--- src/rtl/alu_issue_ctrl.sv ---
// -----------------------------------------------------------------------------
// alu_issue_ctrl
//
// Shares one combinational 64-bit vector ALU between two requesters (e.g. the
// core pipeline and the NIC/NoC packet path).
//
// Operation
//   - Requests are arbitrated round-robin.
//   - The winning op is registered onto the ALU inputs.
//   - The ALU inputs are held for an op-dependent number of cycles:
//       MUL_LAT for ops 8..11, ALU_LAT for every other op.
//   - The ALU result is captured into a response register.
//   - The response is returned with the requester id and an error flag over a
//     valid/ready channel.
//   - Bit 0 is the MSB on every bus, matching the alu module.
//
// Ports
//   clk, reset_n                     clock (rising edge), async active-low reset
//   reqN_valid / reqN_ready          request handshake for requester N (N=0,1)
//   reqN_op/ww/oprA/oprB/shamt       request fields, don't-care while valid=0
//   alu_oprA/oprB/shift_amount/op/ww registered ALU inputs, held between ops
//   alu_result                       combinational result from the ALU
//   rsp_valid / rsp_ready            response handshake
//   rsp_id, rsp_data, rsp_err        response payload
//   ops_done                         completed-response counter (wraps)
// -----------------------------------------------------------------------------
module alu_issue_ctrl #(
    parameter int MUL_LAT = 2,   // 1..15
    parameter int ALU_LAT = 1,   // 1..15
    parameter int CNT_W   = 16
) (
    input  logic             clk,
    input  logic             reset_n,

    input  logic             req0_valid,
    output logic             req0_ready,
    input  logic [0:5]       req0_op,
    input  logic [0:1]       req0_ww,
    input  logic [0:63]      req0_oprA,
    input  logic [0:63]      req0_oprB,
    input  logic [0:4]       req0_shamt,

    input  logic             req1_valid,
    output logic             req1_ready,
    input  logic [0:5]       req1_op,
    input  logic [0:1]       req1_ww,
    input  logic [0:63]      req1_oprA,
    input  logic [0:63]      req1_oprB,
    input  logic [0:4]       req1_shamt,

    output logic [0:63]      alu_oprA,
    output logic [0:63]      alu_oprB,
    output logic [0:4]       alu_shift_amount,
    output logic [0:5]       alu_op,
    output logic [0:1]       alu_ww,
    input  logic [0:63]      alu_result,

    output logic             rsp_valid,
    input  logic             rsp_ready,
    output logic             rsp_id,
    output logic [0:63]      rsp_data,
    output logic             rsp_err,
    output logic [0:CNT_W-1] ops_done
);

    typedef enum logic [1:0] {
        IDLE = 2'd0,
        EXEC = 2'd1,
        RESP = 2'd2
    } state_t;

    // Hold counter is loaded with L-1 so that the result is captured exactly
    // L cycles after the accepting edge.
    localparam logic [3:0] MUL_CNT = 4'(MUL_LAT - 1);
    localparam logic [3:0] ALU_CNT = 4'(ALU_LAT - 1);

    state_t           r_state;
    state_t           w_state_next;
    logic             r_last_grant;
    logic [3:0]       r_cnt;

    logic [0:63]      r_alu_oprA;
    logic [0:63]      r_alu_oprB;
    logic [0:4]       r_alu_shamt;
    logic [0:5]       r_alu_op;
    logic [0:1]       r_alu_ww;

    logic             r_rsp_valid;
    logic             r_rsp_id;
    logic [0:63]      r_rsp_data;
    logic             r_rsp_err;
    logic [0:CNT_W-1] r_ops_done;

    // ------------------------------------------------------------------
    // Arbitration: a sole requester wins. On a tie, the requester that did
    // not win last time wins.
    // ------------------------------------------------------------------
    logic        w_grant_vld;
    logic        w_grant_id;
    logic [0:5]  w_sel_op;
    logic [0:1]  w_sel_ww;
    logic [0:63] w_sel_oprA;
    logic [0:63] w_sel_oprB;
    logic [0:4]  w_sel_shamt;
    logic        w_is_mul;
    logic        w_illegal;
    logic        w_exec_done;
    logic        w_rsp_hs;

    assign w_grant_vld = req0_valid | req1_valid;
    assign w_grant_id  = (req0_valid && req1_valid) ? ~r_last_grant : req1_valid;

    assign w_sel_op    = w_grant_id ? req1_op    : req0_op;
    assign w_sel_ww    = w_grant_id ? req1_ww    : req0_ww;
    assign w_sel_oprA  = w_grant_id ? req1_oprA  : req0_oprA;
    assign w_sel_oprB  = w_grant_id ? req1_oprB  : req0_oprB;
    assign w_sel_shamt = w_grant_id ? req1_shamt : req0_shamt;

    // Ops 8..11 are the even/odd multiply and square family.
    // These ops have no doubleword form.
    assign w_is_mul  = (w_sel_op >= 6'd8) && (w_sel_op <= 6'd11);
    assign w_illegal = (w_sel_op == 6'd0) || (w_sel_op > 6'd18) ||
                       (w_is_mul && (w_sel_ww == 2'd3));

    assign w_exec_done = (r_state == EXEC) && (r_cnt == 4'd0);
    assign w_rsp_hs    = (r_state == RESP) && rsp_ready;

    // ------------------------------------------------------------------
    // FSM: state register
    // ------------------------------------------------------------------
    always_ff @(posedge clk or negedge reset_n) begin
        if (!reset_n) begin
            r_state <= IDLE;
        end else begin
            r_state <= w_state_next;
        end
    end

    // ------------------------------------------------------------------
    // FSM: next state
    // ------------------------------------------------------------------
    always_comb begin
        w_state_next = r_state;
        case (r_state)
            IDLE:    if (w_grant_vld) w_state_next = EXEC;
            EXEC:    if (w_exec_done) w_state_next = RESP;
            RESP:    if (rsp_ready)   w_state_next = IDLE;
            default: w_state_next = IDLE;
        endcase
    end

    // ------------------------------------------------------------------
    // FSM: outputs. Ready goes only to the granted requester, and only in
    // IDLE. Because of this, the handshake cycle in RESP never accepts.
    // ------------------------------------------------------------------
    always_comb begin
        req0_ready = 1'b0;
        req1_ready = 1'b0;
        if (r_state == IDLE && w_grant_vld) begin
            req0_ready = ~w_grant_id;
            req1_ready =  w_grant_id;
        end
    end

    // ------------------------------------------------------------------
    // Datapath.
    // ALU inputs change only on accept, so they keep the last op's values
    // through EXEC, RESP and IDLE.
    // ------------------------------------------------------------------
    always_ff @(posedge clk or negedge reset_n) begin
        if (!reset_n) begin
            r_last_grant <= 1'b1;
            r_cnt        <= '0;
            r_alu_oprA   <= '0;
            r_alu_oprB   <= '0;
            r_alu_shamt  <= '0;
            r_alu_op     <= '0;
            r_alu_ww     <= '0;
            r_rsp_valid  <= 1'b0;
            r_rsp_id     <= 1'b0;
            r_rsp_data   <= '0;
            r_rsp_err    <= 1'b0;
            r_ops_done   <= '0;
        end else begin
            case (r_state)
                IDLE: begin
                    if (w_grant_vld) begin
                        r_alu_oprA   <= w_sel_oprA;
                        r_alu_oprB   <= w_sel_oprB;
                        r_alu_shamt  <= w_sel_shamt;
                        r_alu_op     <= w_sel_op;
                        r_alu_ww     <= w_sel_ww;
                        r_rsp_id     <= w_grant_id;
                        r_last_grant <= w_grant_id;
                        r_rsp_err    <= w_illegal;
                        r_cnt        <= w_is_mul ? MUL_CNT : ALU_CNT;
                    end
                end
                EXEC: begin
                    if (r_cnt != 4'd0) begin
                        r_cnt <= r_cnt - 4'd1;
                    end else begin
                        r_rsp_data  <= alu_result;
                        r_rsp_valid <= 1'b1;
                    end
                end
                RESP: begin
                    if (w_rsp_hs) begin
                        r_rsp_valid <= 1'b0;
                        r_ops_done  <= r_ops_done + CNT_W'(1);
                    end
                end
                default: ;
            endcase
        end
    end

    assign alu_oprA         = r_alu_oprA;
    assign alu_oprB         = r_alu_oprB;
    assign alu_shift_amount = r_alu_shamt;
    assign alu_op           = r_alu_op;
    assign alu_ww           = r_alu_ww;
    assign rsp_valid        = r_rsp_valid;
    assign rsp_id           = r_rsp_id;
    assign rsp_data         = r_rsp_data;
    assign rsp_err          = r_rsp_err;
    assign ops_done         = r_ops_done;

endmodule

--- config.mk ---
export PLATFORM = sky130hd
export DESIGN_NAME = alu_issue_ctrl
export DESIGN_NICKNAME = d
export VERILOG_FILES = /design/src/rtl/alu_issue_ctrl.sv
export SDC_FILE = /design/constraint.sdc
export NUM_CORES = 1
export LEC_CHECK = 0
export CAP_MARGIN = 20
export CELL_PAD_IN_SITES_DETAIL_PLACEMENT = 0
export CELL_PAD_IN_SITES_GLOBAL_PLACEMENT = 1
export CORE_AREA = 2 2 223 225
export CTS_CLUSTER_DIAMETER = 150
export DETAILED_ROUTE_END_ITERATION = 7
export DIE_AREA = 0 0 225 227
export GPL_TIMING_DRIVEN = 0
export PLACE_DENSITY = 0.67
export SYNTH_ARGS = -nofsm -noshare
export SYNTH_HDL_FRONTEND = slang
export SYNTH_SLANG_ARGS = --single-unit
--- constraint.sdc ---
create_clock -name clk -period 5.1 [get_ports clk]
set_input_delay 1.02 -clock clk [delete_from_list [all_inputs] [get_ports clk]]
set_output_delay 1.02 -clock clk [all_outputs]
set_load 0.02 [all_outputs]
== Word-level counts from Yosys, hierarchy flattened ==
Index checks and enable logic that the tools add are counted.
Word-level totals
  bits of input ports: 351
  register bits after elaboration: 231
  logic and storage cells: 70
Operators by class
  order comparisons: 3
  reduce and logical (&&, ||, !) cells: 20
  mux-type cells: 19
  bitwise logic cells: 4
  equality and inequality tests: 9
  add/subtract/negate cells: 2
Operator list (count)
  2-to-1 mux 64 bit: 2
  adder 16 x 1 -> 16 bit (second input constant): 1
  != test 2 bit (second input constant): 5
  AND reduction 3 bit: 3
  2-to-1 mux 2 bit: 4
  2-to-1 mux 4 bit: 2
  case mux 4 bit (2 select lines): 1
  >= comparator 6 x 4 -> 1 bit (second input constant): 1
  > comparator 6 x 5 -> 1 bit (second input constant): 1
  <= comparator 6 x 4 -> 1 bit (second input constant): 1
  logical AND 1 bit: 6
  logical NOT 6 bit: 1
  2-to-1 mux 1 bit: 6
  2-to-1 mux 6 bit: 1
  case mux 2 bit (3 select lines): 1
  AND reduction 2 bit: 3
  2-to-1 mux 5 bit: 1
  equality test 2 bit (second input constant): 2
  logical NOT 4 bit: 1
  nonzero test 2 bit: 2
  nonzero test 4 bit: 1
  subtractor 4 x 1 -> 4 bit (second input constant): 1
  NOT 1 bit: 3
  equality test 2 x 1 -> 1 bit (second input constant): 1
  other kinds (5): 6

== Depth between registers and ports, before layout ==
  depth after elaboration: 8
  depth in mapped cells: 6
  depth with buffers taken out: 6

== Least setup slack after synthesis ==
OpenSTA, ideal clock, no wires.
  path type: input -> output
  from: input req1_valid
  to: output req1_ready
  cell stages on the path: 4
  path buffers: 2
  arrival time: 2062 ps
  data required time: 4080 ps
  path slack: 2018 ps
  cell sequence: a21bo_2 -> nor3_1 -> clkbuf_1 -> clkbuf_1
On the way
  cells in the longest elaborated chain, start to end: 3
RTL lines
  start, declared: RTL line 43  | input logic req1_valid,
  logical AND 1 bit / OR 1 bit (equally long branches): RTL line 111, 110
  2-to-1 mux 1 bit / logical AND 1 bit (equally long branches): RTL line 111, 159
  2-to-1 mux 1 bit (*): RTL line 159  | if (r_state == IDLE && w_grant_vld) begin
  end, declared: RTL line 44  | output logic req1_ready,
Mark *: on every way between the ends. The rest lies on a longest branch, timed or not.

== Worst setup path after layout ==
Ends and elaborated chain as after synthesis.

==> impl_metrics.json <==
{
  "status": "finished clean",
  "p_leak_uw": 0.00728,
  "finalWirelength_um": 39600,
  "r2r-start": "r_last_grant",
  "slew_headroom": 0.396,
  "totalPowerFinal_uw": 10700,
  "path_clk_slew_ns": 0.06,
  "numPortBuffers": 576,
  "syn_area_um2": 9540,
  "grt_usage": 0.147,
  "io_pins": 577,
  "vias": 9126,
  "grt_pass1_vias": 9655,
  "clkLatencyLatePin_ns": 0.55,
  "fin_skew_ns": 0.00824,
  "cts_setup_buffers": 0,
  "ctsResizeCount": 0,
  "hold_viol_final": 0,
  "critPathSlowestCell": "clkdlybuf4s50_1",
  "dr.first_iter.drc_count": 328,
  "maxCapViolCount": 0,
  "irDropWorstVdd_v": 0.000279,
  "rrSetupSlack_ns": 2.58,
  "min_period_ns": 4.74,
  "core_area_um2": 48500,
  "hpwl_um": 30500,
  "crit_fanout": 10,
  "cts_buffers": 28,
  "clockRootBuffer": "clkbuf_16",
  "endpoint_kind": "output port",
  "cp_data_arrival_time_ns": 3.72,
  "syn_inst": 881,
  "final_max_slew_viol_count": 0,
  "die_w_um": 225,
  "wire_per_inst_um": 18.5,
  "fmax_ghz": 0.211,
  "cts_tree": "built",
  "crit_type": "in -> out",
  "grt_antenna_before_repair": 3,
  "clock_sinks": 231,
  "grt_pass1_wl_um": 57900,
  "rsz0062_at_grt": "false",
  "syn_area_per_cell_um2": 10.8,
  "clockBufferDepth": 3,
  "syn_nets": 1235,
  "setup_violations": 0,
  "min_period_over_period": 0.929,
  "crit_path_start_kind": "input pin",
  "grt_max_degree": 111,
  "grt-ovfl-total": 0,
  "gp_congestion": 0.784,
  "start_util": 0.197,
  "worstMarginPinSlew_ns": 0.900,
  "first_pass_iters": 4,
  "holdWs_ns": 0.300,
  "antenna_left": 0,
  "hold_buffers": 0,
  "yosysSeqAreaShare": 0.606,
  "die_height_um": 227,
  "htree_levels": 1,
  "drc_errors": 0,
  "slowest_delay_ns": 0.70,
  "power.density_nw_per_um2": 627,
  "hold_class": "in -> async",
  "rows": 81,
  "ys_warn_count": 0,
  "via_per_inst": 4.28,
  "synth_cell_type_count": 40,
  "r2r_end": "alu_oprB[54]",
  "area_growth_syn_to_layout_pct": 79.3,
  "worstPathRequired_ns": 4.08,
  "dieArea_um2": 51100,
  "reg2reg_depth": 6,
  "synth-seq-cells": 231,
  "fin_nets": 1843,
  "final_layout_size_suffix_gt1_frac": 0.103,
  "cp_cell_sequence": "clkdlybuf4s50_1 > a21bo_2 > nor3_1 > clkbuf_1 > clkbuf_1 > clkdlybuf4s50_1"
}
[placed cells by master (no fill, tap or decap), types with 3 or more instances in the layout]
master           netlist  final
a31oi_1                7      7
inv_1                  3      3
nor2_1                19     19
and3_1                 3      3
buf_4                  3      3
nor3_1                 6      6
nand3_1                4      4
xor2_1                 7      7
ha_1                   3      3
dfrtp_1              230    230
xnor2_1               10     10
a22oi_1              135    135
nand4_1                6      6
nor4_1                 3      3
clkdlybuf4s50_1        0    575
mux2_2                65     65
clkbuf_1              24     27
buf_2                 27     27
clkinv_2               0     12
nand2_1              300    300
clkbuf_16              0     29
o21ai_0                3      3
bufinv_16              0      4
[routing by layer]
metal / routed length, um / GRT usage / share of wire
met3: 3700 / 0.0481 / 0.094
met1: 14800 / 0.162 / 0.37
met4: 981 / 0.0414 / 0.025
met2: 20000 / 0.270 / 0.51
met5: 0 / 0 / 0
[power breakdown]
group | internal (uW) | switching [uW]
logic | 2610 | 2800
clock network | 1260 | 828
registers | 2720 | 495
total | 6590 | 4130
[stage by stage]
stage	cells	worst slack, ns	util	TNS [ns]	instance area [um2]
2_1_floorplan	881	2.02	-	0	9540
6_report	2134	0.363	0.352	0	17100
5_1_grt	2133	0.156	0.352	0	17100
3_3_place_gp	2079	-7.68	0.331	-1762.31	16100
3_5_place_dp	2081	0.295	0.333	0	16100
4_1_cts	2133	0.290	0.352	0	17100
[synthesized netlist by cell type, drive strengths merged]
cell    number  area share
o21ai        3      0.0016
or3b         1     0.00092
a311oi       1     0.00092
a211oi       1     0.00079
nor2b        1     0.00092
or4b         1      0.0010
inv          3      0.0012
buf         31       0.017
a41oi        1     0.00092
nand4        6      0.0039
a21o         2      0.0016
nand2      300        0.12
and4b        1      0.0010
ha           3      0.0039
xnor2       10      0.0092
nand3        4      0.0021
dfrtp      230        0.60
clkbuf      24      0.0094
and3b        1     0.00092
a31oi        7      0.0046
xor2         7      0.0064
and3         3      0.0020
nor2        19      0.0075
or3          1     0.00066
dfstp        1      0.0028
a21oi        2      0.0010
mux2        65       0.077
nor3         7      0.0042
a21bo        1      0.0010
nor4b        1     0.00092
a211o        1     0.00092
a22oi      135        0.11
nand2b       1     0.00066
nand3b       1     0.00079
nor4         4      0.0042
a21boi       1      0.0012
[how the worst max path moves through the flow]
stage	from	end
2_1_floorplan	req1_valid	req1_ready
3_3_place_gp	reset_n	alu_oprA[22]
3_5_place_dp	req1_valid	req1_ready
4_1_cts	req1_valid	req1_ready
5_1_grt	req1_valid	req1_ready
6_report	req1_valid	req1_ready
[area by class of cell]
type / count / area, um2
Antenna cell: 1 / 2.50
Sequential cell: 231 / 5780
Clock inverter: 18 / 195
Buffer: 55 / 251
Tap cell: 622 / 778
Timing Repair Buffer: 578 / 5830
Clock buffer: 34 / 764
Inverter: 3 / 11.3
Fill cell: 4933 / 31400
Multi-Input combinational cell: 592 / 3500
[critical path: cells and delay by family]
family | cells | cell delay [ns]
buffers and inverters | 4 | 2.26
AOI/OAI and AO/OA | 1 | 0.23
and+or+nand+nor | 1 | 0.21
[sequential cells by signal (all words and copies together) (netlist names)]
name and count:
rsp_err 1, alu_op 6, alu_ww 2, alu_oprB 64, rsp_valid 1, rsp_data 64
rsp_id 1, ops_done 16, alu_oprA 64, r_last_grant 1, alu_shift_amount 5, r_state 2
r_cnt 4
[kinds of logic after synthesis]
logic type | count (synthesis) | share of synthesized area
AO/OA/AOI/OAI | 155 | 0.121
XOR/XNOR | 17 | 0.0156
adder cells (fa/ha/maj) | 3 | 0.00393
buffers and inverters | 58 | 0.0275
flip-flops | 231 | 0.606
multiplexers | 65 | 0.0767
AND/OR/NAND/NOR | 352 | 0.150
Power figures use the tool's default switching activity.
